[src/rtl/fc_pkg.sv]
// Shared types and parameter-memory address map for the fc classifier sequencer.
package fc_pkg;

  typedef enum logic [3:0] {
    S_IDLE,
    S_L1_IN,
    S_L1_W,
    S_L1_B,
    S_L1_RUN,
    S_WB,
    S_L2_W,
    S_L2_B,
    S_L2_RUN,
    S_CMP,
    S_FIN
  } seq_state_e;

  typedef enum logic [1:0] {
    INPUT  = 2'd0,
    WEIGHT = 2'd1,
    BIAS   = 2'd2
  } buf_sel_e;

  localparam int unsigned ADDR_IN = 0;

  // Word offsets of each region, packed back to back in load order.
  function automatic int unsigned addr_w1(input int unsigned n0);
    return n0;
  endfunction

  function automatic int unsigned addr_b1(input int unsigned n0, input int unsigned n1);
    return addr_w1(n0) + n0 * n1;
  endfunction

  function automatic int unsigned addr_act(input int unsigned n0, input int unsigned n1);
    return addr_b1(n0, n1) + n1;
  endfunction

  function automatic int unsigned addr_w2(input int unsigned n0, input int unsigned n1);
    return addr_act(n0, n1) + n1;
  endfunction

  function automatic int unsigned addr_b2(input int unsigned n0, input int unsigned n1,
                                          input int unsigned n2);
    return addr_w2(n0, n1) + n1 * n2;
  endfunction

endpackage

[src/rtl/fc_addr_gen.sv]
// Shared address/index generator: issues len reads (or writes) from base, then
// replays the read indices one cycle later as register-file write indices.
module fc_addr_gen #(
  parameter int unsigned ADDR_W = 14,
  parameter int unsigned IDX_W  = 8
) (
  input  logic              clk,
  input  logic              reset,
  input  logic              i_load,
  input  logic              i_wb,
  input  logic [ADDR_W-1:0] i_base,
  input  logic [IDX_W-1:0]  i_len,
  output logic              o_rd_en,
  output logic              o_wb_en,
  output logic [ADDR_W-1:0] o_addr,
  output logic [IDX_W-1:0]  o_cnt,
  output logic              o_buf_wr_en,
  output logic [IDX_W-1:0]  o_buf_idx,
  output logic              o_issue_last,
  output logic              o_wr_last
);

  logic              r_rd_en;
  logic              r_wb_en;
  logic              r_buf_wr;
  logic [IDX_W-1:0]  r_cnt;
  logic [IDX_W-1:0]  r_len;
  logic [IDX_W-1:0]  r_buf_idx;
  logic [ADDR_W-1:0] r_base;
  logic [ADDR_W-1:0] r_addr;

  logic w_active;
  logic w_cnt_last;

  assign w_active   = r_rd_en | r_wb_en;
  assign w_cnt_last = (r_cnt == r_len - IDX_W'(1));

  always_ff @(posedge clk) begin
    if (reset) begin
      r_rd_en   <= 1'b0;
      r_wb_en   <= 1'b0;
      r_buf_wr  <= 1'b0;
      r_cnt     <= '0;
      r_len     <= '0;
      r_buf_idx <= '0;
      r_base    <= '0;
      r_addr    <= '0;
    end else begin
      r_buf_wr  <= r_rd_en;
      r_buf_idx <= r_rd_en ? r_cnt : '0;
      if (i_load) begin
        r_rd_en <= ~i_wb;
        r_wb_en <= i_wb;
        r_cnt   <= '0;
        r_len   <= i_len;
        r_base  <= i_base;
        r_addr  <= i_base;
      end else if (w_active) begin
        if (w_cnt_last) begin
          r_rd_en <= 1'b0;
          r_wb_en <= 1'b0;
          r_cnt   <= '0;
          r_addr  <= '0;
        end else begin
          r_cnt  <= r_cnt + IDX_W'(1);
          r_addr <= r_base + ADDR_W'(r_cnt + IDX_W'(1));
        end
      end
    end
  end

  assign o_rd_en      = r_rd_en;
  assign o_wb_en      = r_wb_en;
  assign o_addr       = r_addr;
  assign o_cnt        = r_cnt;
  assign o_buf_wr_en  = r_buf_wr;
  assign o_buf_idx    = r_buf_idx;
  assign o_issue_last = w_active & w_cnt_last;
  assign o_wr_last    = r_buf_wr & (r_buf_idx == r_len - IDX_W'(1));

endmodule

[src/rtl/fc_layer_sequencer.sv]
// Control sequencer for the two-stage fc classifier: loads layer files, runs
// both layers, writes back layer-1 activations, runs argmax. Optional: FC_SEQ_PERF_EN.
module fc_layer_sequencer
  import fc_pkg::*;
#(
  parameter int unsigned N0     = 3,
  parameter int unsigned N1     = 2,
  parameter int unsigned N2     = 10,
  parameter int unsigned ADDR_W = 14,
  parameter int unsigned DATA_W = 16,
  parameter int unsigned IDX_W  = 8
) (
  input  logic              clk,
  input  logic              reset,
  input  logic              start,
  output logic              busy,
  output logic              done,
  output logic [3:0]        result,
  output logic              mem_rd_en,
  output logic              mem_wr_en,
  output logic [ADDR_W-1:0] mem_addr,
  output logic [DATA_W-1:0] mem_wr_data,
  input  logic [DATA_W-1:0] mem_rd_data,
  output logic              buf_wr_en,
  output logic              buf_layer,
  output logic [1:0]        buf_sel,
  output logic [IDX_W-1:0]  buf_idx,
  output logic [DATA_W-1:0] buf_data,
  output logic [1:0]        layer_start,
  input  logic [1:0]        layer_done,
  output logic [IDX_W-1:0]  out_rd_idx,
  input  logic [DATA_W-1:0] out_rd_data,
  output logic              cmp_start,
  input  logic              cmp_done,
  input  logic [3:0]        cmp_result
`ifdef FC_SEQ_PERF_EN
  , output logic [31:0]     perf_cycles
`endif
);

  localparam logic [ADDR_W-1:0] BASE_IN  = ADDR_W'(ADDR_IN);
  localparam logic [ADDR_W-1:0] BASE_W1  = ADDR_W'(addr_w1(N0));
  localparam logic [ADDR_W-1:0] BASE_B1  = ADDR_W'(addr_b1(N0, N1));
  localparam logic [ADDR_W-1:0] BASE_ACT = ADDR_W'(addr_act(N0, N1));
  localparam logic [ADDR_W-1:0] BASE_W2  = ADDR_W'(addr_w2(N0, N1));
  localparam logic [ADDR_W-1:0] BASE_B2  = ADDR_W'(addr_b2(N0, N1, N2));

  seq_state_e  r_state;
  logic        r_busy;
  logic        r_done;
  logic        r_armed;
  logic [3:0]  r_result;
  logic        r_buf_layer;
  buf_sel_e    r_buf_sel;
  logic [1:0]  r_layer_start;
  logic        r_cmp_start;

  logic              w_load;
  logic              w_load_wb;
  logic [ADDR_W-1:0] w_base;
  logic [IDX_W-1:0]  w_len;
  logic              w_rd_en;
  logic              w_wb_en;
  logic              w_buf_wr;
  logic              w_issue_last;
  logic              w_wr_last;
  logic [ADDR_W-1:0] w_addr;
  logic [IDX_W-1:0]  w_cnt;
  logic [IDX_W-1:0]  w_buf_idx;
  logic              w_start_ok;
  logic              w_l1_fin;
  logic              w_l2_fin;

  // A done flag is only trusted once layer_start has been high for a full cycle.
  assign w_start_ok = (r_state == S_IDLE) & start;
  assign w_l1_fin   = r_armed & layer_done[0];
  assign w_l2_fin   = r_armed & layer_done[1];

  // Phase launch: asserted in the cycle before the next phase's first access.
  always_comb begin
    w_load    = 1'b0;
    w_load_wb = 1'b0;
    w_base    = '0;
    w_len     = '0;
    case (r_state)
      S_IDLE:   if (w_start_ok)   begin w_load = 1'b1; w_base = BASE_IN;  w_len = IDX_W'(N0);      end
      S_L1_IN:  if (w_wr_last)    begin w_load = 1'b1; w_base = BASE_W1;  w_len = IDX_W'(N0 * N1); end
      S_L1_W:   if (w_wr_last)    begin w_load = 1'b1; w_base = BASE_B1;  w_len = IDX_W'(N1);      end
      S_L1_RUN: if (w_l1_fin)     begin w_load = 1'b1; w_load_wb = 1'b1;
                                        w_base = BASE_ACT; w_len = IDX_W'(N1);                    end
      S_WB:     if (w_issue_last) begin w_load = 1'b1; w_base = BASE_W2;  w_len = IDX_W'(N1 * N2); end
      S_L2_W:   if (w_wr_last)    begin w_load = 1'b1; w_base = BASE_B2;  w_len = IDX_W'(N2);      end
      default:  ;
    endcase
  end

  fc_addr_gen #(
    .ADDR_W (ADDR_W),
    .IDX_W  (IDX_W)
  ) u_addr_gen (
    .clk          (clk),
    .reset        (reset),
    .i_load       (w_load),
    .i_wb         (w_load_wb),
    .i_base       (w_base),
    .i_len        (w_len),
    .o_rd_en      (w_rd_en),
    .o_wb_en      (w_wb_en),
    .o_addr       (w_addr),
    .o_cnt        (w_cnt),
    .o_buf_wr_en  (w_buf_wr),
    .o_buf_idx    (w_buf_idx),
    .o_issue_last (w_issue_last),
    .o_wr_last    (w_wr_last)
  );

  always_ff @(posedge clk) begin
    if (reset) begin
      r_state       <= S_IDLE;
      r_busy        <= 1'b0;
      r_done        <= 1'b0;
      r_armed       <= 1'b0;
      r_result      <= '0;
      r_buf_layer   <= 1'b0;
      r_buf_sel     <= INPUT;
      r_layer_start <= '0;
      r_cmp_start   <= 1'b0;
    end else begin
      r_done <= 1'b0;
      case (r_state)
        S_IDLE: if (w_start_ok) begin
          r_busy      <= 1'b1;
          r_buf_layer <= 1'b0;
          r_buf_sel   <= INPUT;
          r_state     <= S_L1_IN;
        end
        S_L1_IN: if (w_wr_last) begin r_buf_sel <= WEIGHT; r_state <= S_L1_W; end
        S_L1_W:  if (w_wr_last) begin r_buf_sel <= BIAS;   r_state <= S_L1_B; end
        S_L1_B:  if (w_wr_last) begin
          r_layer_start <= 2'b01;
          r_armed       <= 1'b0;
          r_state       <= S_L1_RUN;
        end
        S_L1_RUN: begin
          r_armed <= 1'b1;
          if (w_l1_fin) begin r_layer_start <= '0; r_state <= S_WB; end
        end
        S_WB: if (w_issue_last) begin
          r_buf_layer <= 1'b1;
          r_buf_sel   <= WEIGHT;
          r_state     <= S_L2_W;
        end
        S_L2_W: if (w_wr_last) begin r_buf_sel <= BIAS; r_state <= S_L2_B; end
        S_L2_B: if (w_wr_last) begin
          r_layer_start <= 2'b10;
          r_armed       <= 1'b0;
          r_state       <= S_L2_RUN;
        end
        S_L2_RUN: begin
          r_armed <= 1'b1;
          if (w_l2_fin) begin
            r_layer_start <= '0;
            r_cmp_start   <= 1'b1;
            r_state       <= S_CMP;
          end
        end
        S_CMP: if (cmp_done) begin
          r_result    <= cmp_result;
          r_cmp_start <= 1'b0;
          r_done      <= 1'b1;
          r_busy      <= 1'b0;
          r_state     <= S_FIN;
        end
        S_FIN:   r_state <= S_IDLE;
        default: r_state <= S_IDLE;
      endcase
    end
  end

`ifdef FC_SEQ_PERF_EN
  logic [31:0] r_perf;

  // Counts every non-idle cycle of the run, FIN included; holds while idle.
  always_ff @(posedge clk) begin
    if (reset) begin
      r_perf <= '0;
    end else if (w_start_ok) begin
      r_perf <= '0;
    end else if ((r_state != S_IDLE) && (r_perf != '1)) begin
      r_perf <= r_perf + 32'd1;
    end
  end

  assign perf_cycles = r_perf;
`endif

  assign busy        = r_busy;
  assign done        = r_done;
  assign result      = r_result;
  assign mem_rd_en   = w_rd_en;
  assign mem_wr_en   = w_wb_en;
  assign mem_addr    = w_addr;
  assign out_rd_idx  = w_cnt;
  // Data paths are steered straight through; memory read and layer output are already registered upstream.
  assign mem_wr_data = w_wb_en ? out_rd_data : '0;
  assign buf_wr_en   = w_buf_wr;
  assign buf_layer   = r_buf_layer;
  assign buf_sel     = r_buf_sel;
  assign buf_idx     = w_buf_idx;
  assign buf_data    = w_buf_wr ? mem_rd_data : '0;
  assign layer_start = r_layer_start;
  assign cmp_start   = r_cmp_start;

endmodule
[config.mk]
export PLATFORM = sky130hd
export DESIGN_NAME = fc_layer_sequencer
export DESIGN_NICKNAME = d
export VERILOG_FILES = /design/src/rtl/fc_pkg.sv /design/src/rtl/fc_addr_gen.sv /design/src/rtl/fc_layer_sequencer.sv
export SDC_FILE = /design/constraint.sdc
export NUM_CORES = 1
export LEC_CHECK = 0
export BUFFER_PORTS_ARGS = -buffer_cell sky130_fd_sc_hd__buf_2
export CORE_ASPECT_RATIO = 2
export CORE_MARGIN = 2
export CORE_UTILIZATION = 38
export CTS_BUF_LIST = sky130_fd_sc_hd__clkbuf_2
export DETAILED_ROUTE_END_ITERATION = 8
export HOLD_SLACK_MARGIN = 0.08
export RECOVER_POWER = 50
export SYNTH_ARGS = -nofsm -noshare
export SYNTH_HDL_FRONTEND = slang
export SYNTH_HIERARCHICAL = 1
export SYNTH_SLANG_ARGS = --single-unit
[constraint.sdc]
create_clock -name clk -period 5 [get_ports clk]
set_input_delay 0.5 -clock clk [delete_from_list [all_inputs] [get_ports clk]]
set_output_delay 0.5 -clock clk [all_outputs]
set_load 0.1 [all_outputs]
# Yosys cells after proc, flatten, opt, wreduce, memory -nomap -nowiden
# Cells that the tools add are included.
# word_totals
ff_bits	72
in_bits	42
output_inout_bits	77
elab_cells	137
# op_classes
add_sub_neg	4
eq_ne	23
muxes	59
bitwise	9
n_reduce_logical	25
# ops
operator	n
4-bit 2-to-1 mux	14
14-bit 2-to-1 mux	3
4-bit case mux with 10 select lines	1
16-bit 2-to-1 mux	2
5-bit case mux with 6 select lines	1
6-bit case mux with 5 select lines	1
2-bit 2-to-1 mux	10
4-bit by 3-bit == test with 1-bit output, second input constant	4
8-bit == test	2
1-bit 2-to-1 mux	16
2-bit by 1-bit inequality test with 1-bit output, second input constant	8
2-bit case mux with 4 select lines	2
14-bit adder	1
2-bit nonzero test	6
2-bit OR reduction	6
10-bit AND reduction	1
5-bit AND reduction	2
8-bit by 1-bit adder with 9-bit output, second input constant	1
3-bit AND reduction	3
8-bit by 1-bit adder with 8-bit output, second input constant	1
4-bit by 2-bit == test with 1-bit output, second input constant	2
4-bit == test, second input constant	2
8-bit 2-to-1 mux	1
2-bit inequality test, second input constant	4
14 further kinds	26

# Depth between registers and ports, before layout
# Gate-level depths: netlist of the first run.
# logic_depth
ltp_word	7
mapped_depth	19
ltp_nobuf	15

# Hierarchy
# The synthesis of the first run kept the hierarchy.
# by_module_without_submodules
module	instances	cells_each	area_each_um2
fc_addr_gen	1	316	2959.1
fc_layer_sequencer	1	152	1156.1

# Least setup slack after synthesis of the first run
# Ideal clock, no wire load.
# synth_path
path_type	register to register
start	register u_addr_gen.r_buf_idx[3], in the netlist u_addr_gen/o_buf_idx[3]
end	register u_addr_gen.r_base[13]
setup_time_ns	0.128
arrival_ns	4.157
required_time_ns	4.872
setup_slack_ns	0.715
path_stages_with_launch	14
path_buffers	2
synth_period_minus_slack_ns	4.285
cell_sequence	dfxtp_1 > xnor2_1 > xnor2_1 > nand4_1 > or4_1 > nor3_1 > mux2_2 > a22oi_1 > or2_2 > nand3_1 > clkbuf_1 > buf_1 > mux2i_1 > nor2_1
# synth_between
elab_chain_len	4
# synth_lines
item	line	text
from (decl)	fc_addr_gen.sv:28	logic [IDX_W-1:0] r_buf_idx;
from (signal assigned)	fc_addr_gen.sv:50	r_buf_idx <= r_rd_en ? r_cnt : '0;
8-bit == test	fc_addr_gen.sv:79	assign o_wr_last = r_buf_wr & (r_buf_idx == r_len - IDX_W'(1));
1-bit bitwise AND	fc_addr_gen.sv:79	
net w_wr_last	fc_layer_sequencer.sv:66	logic w_wr_last;
1-bit 2-to-1 mux	fc_layer_sequencer.sv:87, fc_layer_sequencer.sv:88, fc_layer_sequencer.sv:92	
1-bit case mux with 4 select lines	fc_layer_sequencer.sv:85	case (r_state)
net w_load	fc_layer_sequencer.sv:58	logic w_load;
to (signal assigned)	fc_addr_gen.sv:56	r_base <= i_base;
to (decl)	fc_addr_gen.sv:29	logic [ADDR_W-1:0] r_base;
# The timed path passes the listed nets, and every way through them passes these cells.
# A chain may end at the register's enable or synchronous reset.

# Worst setup path after layout of the first run
# layout_path
start	register u_addr_gen.r_len[0]
end	register u_addr_gen.r_addr[8], in the netlist u_addr_gen/o_addr[8]
# layout_between
elab_chain_len	6
elab_cells_between_ends	12
classes_between	add/sub (1); eq/ne (2); mux (6); bitwise (2); reduce/logical (1)
# layout_lines
item	line	text
from (decl)	fc_addr_gen.sv:27	logic [IDX_W-1:0] r_len;
from (signal assigned)	fc_addr_gen.sv:55	r_len <= i_len;
8-bit by 1-bit subtractor with 8-bit output (*)	fc_addr_gen.sv:79	
8-bit == test (*)	fc_addr_gen.sv:79	
1-bit bitwise AND (*)	fc_addr_gen.sv:79	
net w_wr_last	fc_layer_sequencer.sv:66	
1-bit 2-to-1 mux (*)	fc_layer_sequencer.sv:87, fc_layer_sequencer.sv:88, fc_layer_sequencer.sv:92	
1-bit case mux with 4 select lines (*)	fc_layer_sequencer.sv:85	
net w_load	fc_layer_sequencer.sv:58	
14-bit 2-to-1 mux or 2-bit nonzero test (tied branches)	-	
to (signal assigned)	fc_addr_gen.sv:57	r_addr <= i_base;
to (signal assigned)	fc_addr_gen.sv:66	r_addr <= r_base + ADDR_W'(r_cnt + IDX_W'(1));
to (decl)	fc_addr_gen.sv:30	logic [ADDR_W-1:0] r_addr;
# Mark *: on every way through the listed nets, which the timed path passes. The rest lies on a longest branch. The select of a mux whose other input is x is not followed.

==> impl_metrics.env, run 1 <==
export IMPL_post_cts_buffers=0
export IMPL_power_frac_seq=0.395
export IMPL_clockBufferDepth=2
export IMPL_synthTopCellsByArea="dfxtp_1 35%, mux2i_1 7.3%, and2_1 6.4%, xnor2_1 3.8%, nor2_1 3.6%"
export IMPL_cp_top_family="simple AND/OR/NAND/NOR gates"
export IMPL_swShare=0.453
export IMPL_synth_top_cells_by_count="72 x dfxtp_1, 42 x and2_1, 40 x nor2_1"
export IMPL_crit_cells=16
export IMPL_maxCapViolations=0
export IMPL_postRouteAntennaNets=0
export IMPL_cpPeakStageDelay_ns=0.52
export IMPL_critical_path_startpoint_type="register"
export IMPL_max_freq_ghz=0.220
export IMPL_worst_hold_slack_ns=0.186
export IMPL_worst_ep_required_time_ns=5.41
export IMPL_place_hpwl_mm=7.92
export IMPL_area_growth_pct=17.9
export IMPL_slew_viol_final=0
export IMPL_post_route_util=0.460
export IMPL_grt_ovfl_total=0
export IMPL_routed_wirelength_mm=10.6
export IMPL_grt_max_degree=59
export IMPL_fin_setup_tns_ns=0
export IMPL_fp_coreArea_sq_um=10500
export IMPL_p_leak_uw=0.00211
export IMPL_fin_nets=645
export IMPL_period_needed_ns=4.54
export IMPL_clkTransAtPathRegs_ns=0.19
export IMPL_ys_flop_type="dfxtp_1"
export IMPL_port_buffers=118
export IMPL_rr_startpoint="u_addr_gen/r_len[0]"
export IMPL_die_w_um=77.6
export IMPL_yosysMostFrequentCell="dfxtp_1"
export IMPL_root_buffer="clkbuf_2"
export IMPL_hold_path_class="input port to register"
export IMPL_ys_seq_elements=72
export IMPL_critical_path_arrival_ns=4.95
export IMPL_synth_edf_count=0
export IMPL_cts_tree="done"
export IMPL_combPwrFrac=0.425
export IMPL_p_sw_uw=802
export IMPL_synth_cells=468
export IMPL_cts_hold_buf=0
export IMPL_post_route_drc_count=0
export IMPL_pre_cts_ws_ns=0.495
export IMPL_drive_gt1_frac=0.171
export IMPL_num_rows=53
export IMPL_p_int_uw=969
export IMPL_timing_critical_path_from="u_addr_gen/r_len[0]"
export IMPL_grt_pass1_vias=3594
export IMPL_endpoint_kind="register"
export IMPL_maxSlewHeadroom=0.211
export IMPL_ff2ff_path_depth=16
export IMPL_ctsResizeCount=0
export IMPL_start_util=0.390
export IMPL_crit_path_end="u_addr_gen/o_addr[8]"
export IMPL_grt_pass1_wl_mm=17.2
export IMPL_grt_use_total=0.186
export IMPL_crit_type="register to register"
export IMPL_status="finished, final reports clean"
export IMPL_yosysTopAreaCell="dfxtp_1"
export IMPL_design_area_sq_um=4850
export IMPL_seq_area_frac_synth=0.350
export IMPL_power_share_clock=0.180
export IMPL_ys_warn_count=6
export IMPL_fillers=1083
export IMPL_worstMarginPinSlew_ns=1.19
export IMPL_clock_tree_htree_level_count=3
export IMPL_die_y_um=151
export IMPL_io_pin_count=119
export IMPL_ys_types=67
export IMPL_dieArea_sq_um=11700
export IMPL_synth_area_sq_um=4120
export IMPL_rsz0062_at_grt="no"
export IMPL_setup_viol=0
export IMPL_first_pass_iters=4
export IMPL_critPathBufInv=3
export IMPL_async_flop_share=0
export IMPL_dpl_cell_area_sq_um=4820
export IMPL_vias=3714
export IMPL_reg2reg_slack_ns=0.46
export IMPL_r2r_end="u_addr_gen/o_addr[8]"
export IMPL_period_share=0.908
export IMPL_slowest_stage="or4_1"
export IMPL_first_iter_violations=160
export IMPL_path_cells="inv_1, ha_1, or3b_1, nor3_4, xnor2_1, or4_1, nor3_1, buf_4, mux2_2, a22oi_1, or2_2, nand3_2, buf_4, nor2_1, a22oi_1, o22ai_4"
export IMPL_gp_congestion=0.804
export IMPL_clk_latency_ns=0.53
export IMPL_power_density_nw_per_um2=365
export IMPL_fin_ws_ns=0.462
export IMPL_ir_worst_vdd_mv=0.207
export IMPL_synth_avg_cell_area_sq_um=8.79
export IMPL_via_per_inst=5.05
export IMPL_antenna_found_initial=1
export IMPL_cp_max_fo=41
export IMPL_synth_top_area_frac=0.350
export IMPL_finClkSkew_ns=0.0268
export IMPL_avgRoutedWirePerCell_um=14.4
export IMPL_numCtsBuffers=9
export IMPL_hold_violations=0
export IMPL_clock_sinks=72
## tightest hold or removal path: cells and delay by family
| family | cells | cell delay (ns) |
|---|---|---|
| buffers and inverters | 1 | 0.07 |
| and+or+nand+nor | 1 | 0.07 |
| muxes | 1 | 0.05 |
## cell type report
cell class / count / area (sq um) / area share
Antenna cell: 1 / 2.50 / 0.000516
Inverter: 15 / 56.3 / 0.0116
Tap cell: 137 / 171 / 0.0353
Multi-Input combinational cell: 371 / 2520 / 0.519
Clock buffer: 12 / 60.1 / 0.0124
Sequential cell: 72 / 1440 / 0.297
Timing Repair Buffer: 123 / 556 / 0.115
Clock inverter: 4 / 45.0 / 0.00929
## power by group through the flow
stage          Combinational (uW)  Clock, uW  Sequential (uW)
2_1_floorplan                 498          0              846
3_3_place_gp                  752          0              709
3_5_place_dp                  760          0              710
4_1_cts                       764        332              698
5_1_grt                       808        362              709
6_report                      752        320              699
## how the worst min path moves through the flow
stage,from,to,depth (start not counted)
final,cmp_result[1],result[1],3
after global routing,cmp_result[0],result[0],3
after CTS,cmp_result[1],result[1],3
after detailed placement,buf_layer,buf_layer,2
after global placement,buf_layer,buf_layer,2
after floorplan,u_addr_gen/r_base[0],u_addr_gen/r_base[0],2
## registers in the layout, indices dropped and copies added, names as in the netlist
| name | cells |
|---|---|
| u_addr_gen/o_addr | 14 |
| u_addr_gen/r_base | 14 |
| u_addr_gen/o_buf_idx | 8 |
| u_addr_gen/o_cnt | 8 |
| u_addr_gen/r_len | 8 |
| r_state | 4 |
| result | 4 |
| buf_sel | 2 |
| layer_start | 2 |
| buf_layer | 1 |
| busy | 1 |
| cmp_start | 1 |
| done | 1 |
| r_armed | 1 |
| u_addr_gen/o_buf_wr_en | 1 |
| u_addr_gen/o_rd_en | 1 |
| u_addr_gen/o_wb_en | 1 |
## through the flow
step                power (uW)  instances
floorplan                 1340        488
finish                    1770        735
global placement          1460        718
CTS                       1790        734
detailed placement        1470        718
global route              1880        735
## cell families (layout without fill, tap and decap cells)
group | count (synthesis) | count (layout) | share of synthesized area
AOI/OAI and AO/OA | 90 | 90 | 0.158
DFF | 72 | 72 | 0.350
muxes | 31 | 31 | 0.0757
and+or+nand+nor | 184 | 184 | 0.251
adders and majority gates | 11 | 11 | 0.0353
buffers and inverters | 45 | 154 | 0.0566
xor gates and xnor gates | 34 | 34 | 0.0724
other | 1 | 22 | 0.000911
## cells in the final DEF, fill, tap and decap left out, types with 3 or more instances in the layout
| master | instances |
|---|---|
| dfxtp_1 | 72 |
| xor2_1 | 16 |
| nand2b_1 | 9 |
| xnor2_1 | 18 |
| nand3_1 | 10 |
| and2_1 | 36 |
| nor3_1 | 9 |
| and3_1 | 7 |
| nor3b_1 | 3 |
| a22oi_1 | 15 |
| o21ai_0 | 8 |
| o22ai_1 | 10 |
| o211ai_1 | 4 |
| or3_1 | 4 |
| buf_4 | 5 |
| a21oi_1 | 19 |
| mux2i_1 | 30 |
| or2_2 | 9 |
| buf_2 | 60 |
| and2_0 | 6 |
| nand4_1 | 5 |
| ha_1 | 10 |
| clkbuf_2 | 12 |
| o31ai_1 | 6 |
| clkbuf_1 | 58 |
| nand2_1 | 20 |
| inv_1 | 15 |
| nor2_1 | 40 |
| nor2b_1 | 4 |
| nand3b_1 | 4 |
| a41oi_1 | 3 |
| a211oi_1 | 3 |
| conb_1 | 21 |
## per-layer routing
| layer | track usage | wire length [um] | share of wire |
|---|---|---|---|
| met4 | 0.0759 | 242 | 0.023 |
| met2 | 0.346 | 5650 | 0.53 |
| met5 | 0 | 0 | 0 |
| met1 | 0.200 | 4180 | 0.39 |
| met3 | 0.0399 | 536 | 0.051 |
Note: power is estimated with default switching activity, not from simulation.
==> run 2: changes to the inputs <==
--- a/config.mk
+++ b/config.mk
@@ -9,7 +9,7 @@
 export CORE_ASPECT_RATIO = 2
 export CORE_MARGIN = 2
 export CORE_UTILIZATION = 38
-export CTS_BUF_LIST = sky130_fd_sc_hd__clkbuf_2
+export CTS_BUF_LIST = sky130_fd_sc_hd__clkbuf_16
 export DETAILED_ROUTE_END_ITERATION = 8
 export HOLD_SLACK_MARGIN = 0.08
 export RECOVER_POWER = 50
==> run 2 against run 1 <==
  * The flow now finishes with violations (capacitance limit, slew limit)
  * Via count fell by 0.30%
  * Sequential cell count is the same
  * Utilization increased by 1.6 points
==> impl_metrics.env, run 2 (synthesis gave the netlist of run 1 again) <==
export IMPL_status="finished, violations left"
export IMPL_violations="capacitance limit, slew limit"
export IMPL_endpoint_kind="register"
export IMPL_avgRoutedWirePerCell_um=14.6
export IMPL_final_cell_mix="72 x dfxtp_1, 60 x buf_2, 59 x clkbuf_1, 40 x nor2_1, 36 x and2_1"
export IMPL_finClkSkew_ns=0.00804
export IMPL_clock_sinks=72
export IMPL_grt_met1_usage=0.201
export IMPL_hold_path_endpoint="result[1]"
export IMPL_hold_path_class="input port to register"
export IMPL_fin_nets=645
export IMPL_first_pass_iters=4
export IMPL_rsz0062_at_grt="no"
export IMPL_port_buffers=118
export IMPL_clock_tree_htree_level_count=3
export IMPL_via_per_inst=5.04
export IMPL_ir_worst_vdd_mv=0.242
export IMPL_num_rows=53
export IMPL_post_cts_buffers=0
export IMPL_crit_type="register to register"
export IMPL_max_freq_ghz=0.217
export IMPL_fillers=1067
export IMPL_ctsResizeCount=0
export IMPL_final_common_cell="dfxtp_1"
export IMPL_reg2reg_slack_ns=0.39
export IMPL_pre_cts_ws_ns=0.495
export IMPL_p_leak_uw=0.00218
export IMPL_cts_hold_buf=0
export IMPL_slew_viol_final=59
export IMPL_root_buffer="clkbuf_16"
export IMPL_vias=3703
export IMPL_die_y_um=151
export IMPL_gp_congestion=0.804
export IMPL_first_iter_violations=159
export IMPL_maxCapViolations=1
export IMPL_critPathBufInv=3
export IMPL_grt_pass1_wl_mm=17.4
export IMPL_ff2ff_path_depth=16
export IMPL_fin_ws_ns=0.391
export IMPL_clockBufferDepth=2
export IMPL_hold_path_depth=3
export IMPL_grt_max_degree=59
export IMPL_slowest_stage="or4_1"
export IMPL_place_hpwl_mm=7.92
export IMPL_routed_wirelength_mm=10.7
export IMPL_setup_viol=0
export IMPL_start_util=0.390
export IMPL_hold_start="cmp_result[1]"
export IMPL_cp_max_fo=41
export IMPL_power_density_nw_per_um2=410
export IMPL_critical_path_startpoint_type="register"
export IMPL_n_antenna_cell=0
export IMPL_post_route_drc_count=0
export IMPL_maxSlewHeadroom=-0.800
export IMPL_numCtsBuffers=9
export IMPL_grt_use_total=0.189
export IMPL_top_usage_layer="met2"
export IMPL_grtUsageMet2=0.349
export IMPL_critical_path_arrival_ns=4.73
export IMPL_period_needed_ns=4.61
export IMPL_io_pin_count=119
export IMPL_cp_top_family="simple AND/OR/NAND/NOR gates"
export IMPL_rr_startpoint="u_addr_gen/r_len[0]"
export IMPL_fp_coreArea_sq_um=10500
export IMPL_cpPeakStageDelay_ns=0.52
export IMPL_period_share=0.922
export IMPL_area_growth_pct=22.1
export IMPL_clkTransAtPathRegs_ns=0.05
export IMPL_die_w_um=77.6
export IMPL_grt_ovfl_total=0
export IMPL_grt_pass1_vias=3611
export IMPL_drive_gt1_frac=0.166
export IMPL_dieArea_sq_um=11700
export IMPL_fin_setup_tns_ns=0
export IMPL_r2r_end="u_addr_gen/o_addr[8]"
export IMPL_postRouteAntennaNets=0
export IMPL_cts_tree="done"
export IMPL_worstMarginPinSlew_ns=2.70
export IMPL_clk_latency_ns=0.34
export IMPL_worst_ep_required_time_ns=5.12
export IMPL_path_cells="inv_1, ha_1, or3b_1, nor3_4, xnor2_1, or4_1, nor3_1, buf_4, mux2_2, a22oi_1, or2_2, nand3_2, buf_4, nor2_1, a22oi_1, o22ai_4"
export IMPL_hold_violations=0
export IMPL_grt_util_met3=0.0417
export IMPL_antenna_found_initial=0
-- run 2: metrics by stage --
step / hold WS [ns] / area, sq um / std cells / util / power, uW
4_1_cts: 0.380 / 5100 / 734 / 0.484 / 2090
3_5_place_dp: 0.448 / 4820 / 718 / 0.457 / 1470
3_3_place_gp: 0.445 / 4820 / 718 / 0.457 / 1460
5_1_grt: 0.389 / 5020 / 734 / 0.476 / 2170
2_1_floorplan: 0.460 / 4190 / 488 / - / 1340
6_report: 0.393 / 5020 / 734 / 0.476 / 2060
-- run 2: worst reg2reg max path, delay by kind of cell (launching register included) --
family | cells | cell delay, ns
AND/OR/NAND/NOR | 7 | 2.21
buffers and inverters | 3 | 0.79
AO/OA/AOI/OAI | 3 | 0.57
flip-flops | 1 | 0.39
adder cells (fa/ha/maj) | 1 | 0.17
multiplexers | 1 | 0.17
XOR/XNOR | 1 | 0.10
-- run 2: worst max-delay path by stage --
stage,startpoint,depth (start not counted),endpoint
after floorplan,u_addr_gen/o_buf_idx[3],13,u_addr_gen/r_base[13]
after global placement,u_addr_gen/r_len[0],16,u_addr_gen/o_addr[8]
after detailed placement,u_addr_gen/r_len[0],16,u_addr_gen/o_addr[8]
final,u_addr_gen/r_len[0],16,u_addr_gen/o_addr[8]
after CTS,u_addr_gen/r_len[0],16,u_addr_gen/o_addr[8]
after global routing,u_addr_gen/r_len[0],16,u_addr_gen/o_addr[8]
-- run 2: area by class of cell --
type | count | area [sq um] | area share
Sequential cell | 72 | 1440 | 0.287
Tap cell | 137 | 171 | 0.0341
Clock inverter | 7 | 56.3 | 0.0112
Clock buffer | 9 | 225 | 0.0448
Timing Repair Buffer | 123 | 552 | 0.110
Multi-Input combinational cell | 371 | 2520 | 0.502
Inverter | 15 | 56.3 | 0.0112
-- run 2: report_power, final --
group          total [uW]  internal (uW)  switching [uW]
clock                 608            377             231
sequential            700            627            73.8
combinational         754            225             529
total                2060           1230             834
-- run 2: layer usage --
layer	routed length, um	vias up
li1	-	1870
met1	4130	1696
met2	5780	115
met3	576	22
met4	227	0
met5	0	-
==> run 3: changes to the inputs <==
--- a/config.mk
+++ b/config.mk
@@ -8,10 +8,11 @@
 export BUFFER_PORTS_ARGS = -buffer_cell sky130_fd_sc_hd__buf_2
 export CORE_ASPECT_RATIO = 2
 export CORE_MARGIN = 2
-export CORE_UTILIZATION = 38
+export CORE_UTILIZATION = 52
 export CTS_BUF_LIST = sky130_fd_sc_hd__clkbuf_16
 export DETAILED_ROUTE_END_ITERATION = 8
 export HOLD_SLACK_MARGIN = 0.08
+export PLACE_DENSITY = 0.8
 export RECOVER_POWER = 50
 export SYNTH_ARGS = -nofsm -noshare
 export SYNTH_HDL_FRONTEND = slang
==> run 3 against run 2 <==
  * First-iteration DRC count increased by 25%
  * Cell count decreased by 6.1%
  * Via count increased by 3.9%
  * The run still ends with capacitance limit, slew limit left
  * Worst setup slack got worse by 0.0097 ns
  * Power decreased by 2.4%
  * Sequential share of layout area increased by 0.55 points
  * Register-to-register slack about the same
  * Wire length increased by 0.15%
  * Count of clock-buffer cells in the layout unchanged
  * Worst hold slack got worse by 0.0061 ns
  * Critical path type unchanged
==> impl_metrics.env, run 3 (synthesis gave the netlist of run 1 again) <==
export IMPL_die_y_um=130
export IMPL_design_area_sq_um=4930
export IMPL_grt_pass1_wl_mm=16.7
export IMPL_clock_sinks=72
export IMPL_slew_viol_final=59
export IMPL_routed_wirelength_mm=10.7
export IMPL_dieArea_sq_um=8680
export IMPL_grt_pass1_vias=3765
export IMPL_setup_viol=0
export IMPL_grt_max_degree=59
export IMPL_p_leak_uw=0.00216
export IMPL_dp_cells=673
export IMPL_fin_nets=643
export IMPL_start_util=0.537
export IMPL_grt_use_total=0.251
export IMPL_drive_gt1_frac=0.163
export IMPL_ctsResizeCount=0
export IMPL_worstMarginPinSlew_ns=2.66
export IMPL_maxCapViolations=1
export IMPL_clk_latency_ns=0.34
export IMPL_dpl_cell_area_sq_um=4750
export IMPL_num_rows=45
export IMPL_worst_ep_required_time_ns=5.12
export IMPL_avgRoutedWirePerCell_um=15.6
export IMPL_cp_max_fo=41
export IMPL_vias=3847
export IMPL_post_cts_buffers=0
export IMPL_timing_critical_path_from="u_addr_gen/r_len[0]"
export IMPL_rsz0062_at_grt="no"
export IMPL_violations="capacitance limit, slew limit"
export IMPL_clock_tree_htree_level_count=3
export IMPL_io_pin_count=119
export IMPL_hold_start="cmp_result[0]"
export IMPL_place_hpwl_mm=7.74
export IMPL_period_share=0.924
export IMPL_finClkSkew_ns=0.00386
export IMPL_port_buffers=118
export IMPL_first_pass_iters=5
export IMPL_gp_congestion=0.888
export IMPL_critical_path_arrival_ns=4.74
export IMPL_rr_startpoint="u_addr_gen/r_len[0]"
export IMPL_ir_worst_vdd_mv=0.304
export IMPL_finalPower_uw=2010
export IMPL_crit_type="register to register"
export IMPL_cts_hold_buf=0
export IMPL_final_cells=689
export IMPL_hold_violations=0
export IMPL_max_freq_ghz=0.216
export IMPL_first_iter_violations=199
export IMPL_numCtsBuffers=9
export IMPL_cts_tree="done"
export IMPL_fin_setup_tns_ns=0
export IMPL_clockBufferDepth=2
export IMPL_via_per_inst=5.58
export IMPL_hold_path_class="input port to register"
export IMPL_area_growth_pct=19.8
export IMPL_fp_coreArea_sq_um=7660
export IMPL_status="finished, violations left"
export IMPL_endpoint_kind="register"
export IMPL_critical_path_startpoint_type="register"
export IMPL_power_density_nw_per_um2=408
export IMPL_maxSlewHeadroom=-0.775
export IMPL_n_antenna_cell=0
export IMPL_die_w_um=66.9
export IMPL_postRouteAntennaNets=0
export IMPL_period_needed_ns=4.62
export IMPL_root_buffer="clkbuf_16"
export IMPL_antenna_found_initial=0
export IMPL_post_route_drc_count=0
export IMPL_grt_ovfl_total=0
export IMPL_final_common_cell="dfxtp_1"
export IMPL_final_cell_mix="72 x dfxtp_1, 60 x buf_2, 59 x clkbuf_1, 40 x nor2_1, 35 x and2_1"
export IMPL_fillers=726
export IMPL_clkTransAtPathRegs_ns=0.06
==> run 3: worst max-delay path, cell delays in order, from the launching register on <==
cell     delay [ns]
dfxtp_1        0.38
inv_1          0.09
ha_1           0.17
or3b_1         0.47
nor3_4         0.23
xnor2_1        0.09
or4_1          0.52
nor3_1         0.17
buf_4          0.20
mux2_2         0.17
a22oi_1        0.09
or2_2          0.32
nand3_2        0.09
buf_4          0.50
nor2_1         0.41
a22oi_1        0.37
o22ai_4        0.11
==> run 3: final timing paths <==
kind / endpoint / slack (ns) / cells past startpoint
setup / recovery: u_addr_gen/o_addr[8] / 0.38 / 16
hold reg to reg: buf_layer / 0.46 / 2
hold / removal: result[0] / 0.39 / 3
setup reg to reg: u_addr_gen/o_addr[8] / 0.38 / 16
==> run 3: final cells by class <==
| class | count | area (sq um) | area share |
|---|---|---|---|
| multi-input combinational | 371 | 2520 | 0.511 |
| sequential | 72 | 1440 | 0.292 |
| timing repair buffer | 121 | 537 | 0.109 |
| clock buffer | 9 | 225 | 0.0457 |
| tap | 94 | 118 | 0.0239 |
| inverter | 15 | 56.3 | 0.0114 |
| clock inverter | 7 | 31.3 | 0.00635 |
==> run 3: power by group <==
group / internal, uW / switching (uW)
Combinational: 222 / 524
Sequential: 627 / 79.2
Clock: 325 / 235
==> run 3: routing by layer <==
metal  share of wire  vias up  routed length (um)  track usage
met3           0.063       24                 674       0.0491
met1            0.35     1808                3810        0.252
met2            0.55      135                5940        0.466
li1                -     1880                   -            -
met5               0        -                   0            0
met4           0.029        0                 308        0.138
==> run 3: metrics by stage <==
stage | util | worst slack (ns) | hold slack, ns
final | 0.644 | 0.381 | 0.387
after global routing | 0.644 | 0.155 | 0.400
after CTS | 0.654 | 0.488 | 0.392
after detailed placement | 0.620 | 0.547 | 0.449
after global placement | 0.620 | 0.726 | 0.443
after floorplan | - | 0.715 | 0.460
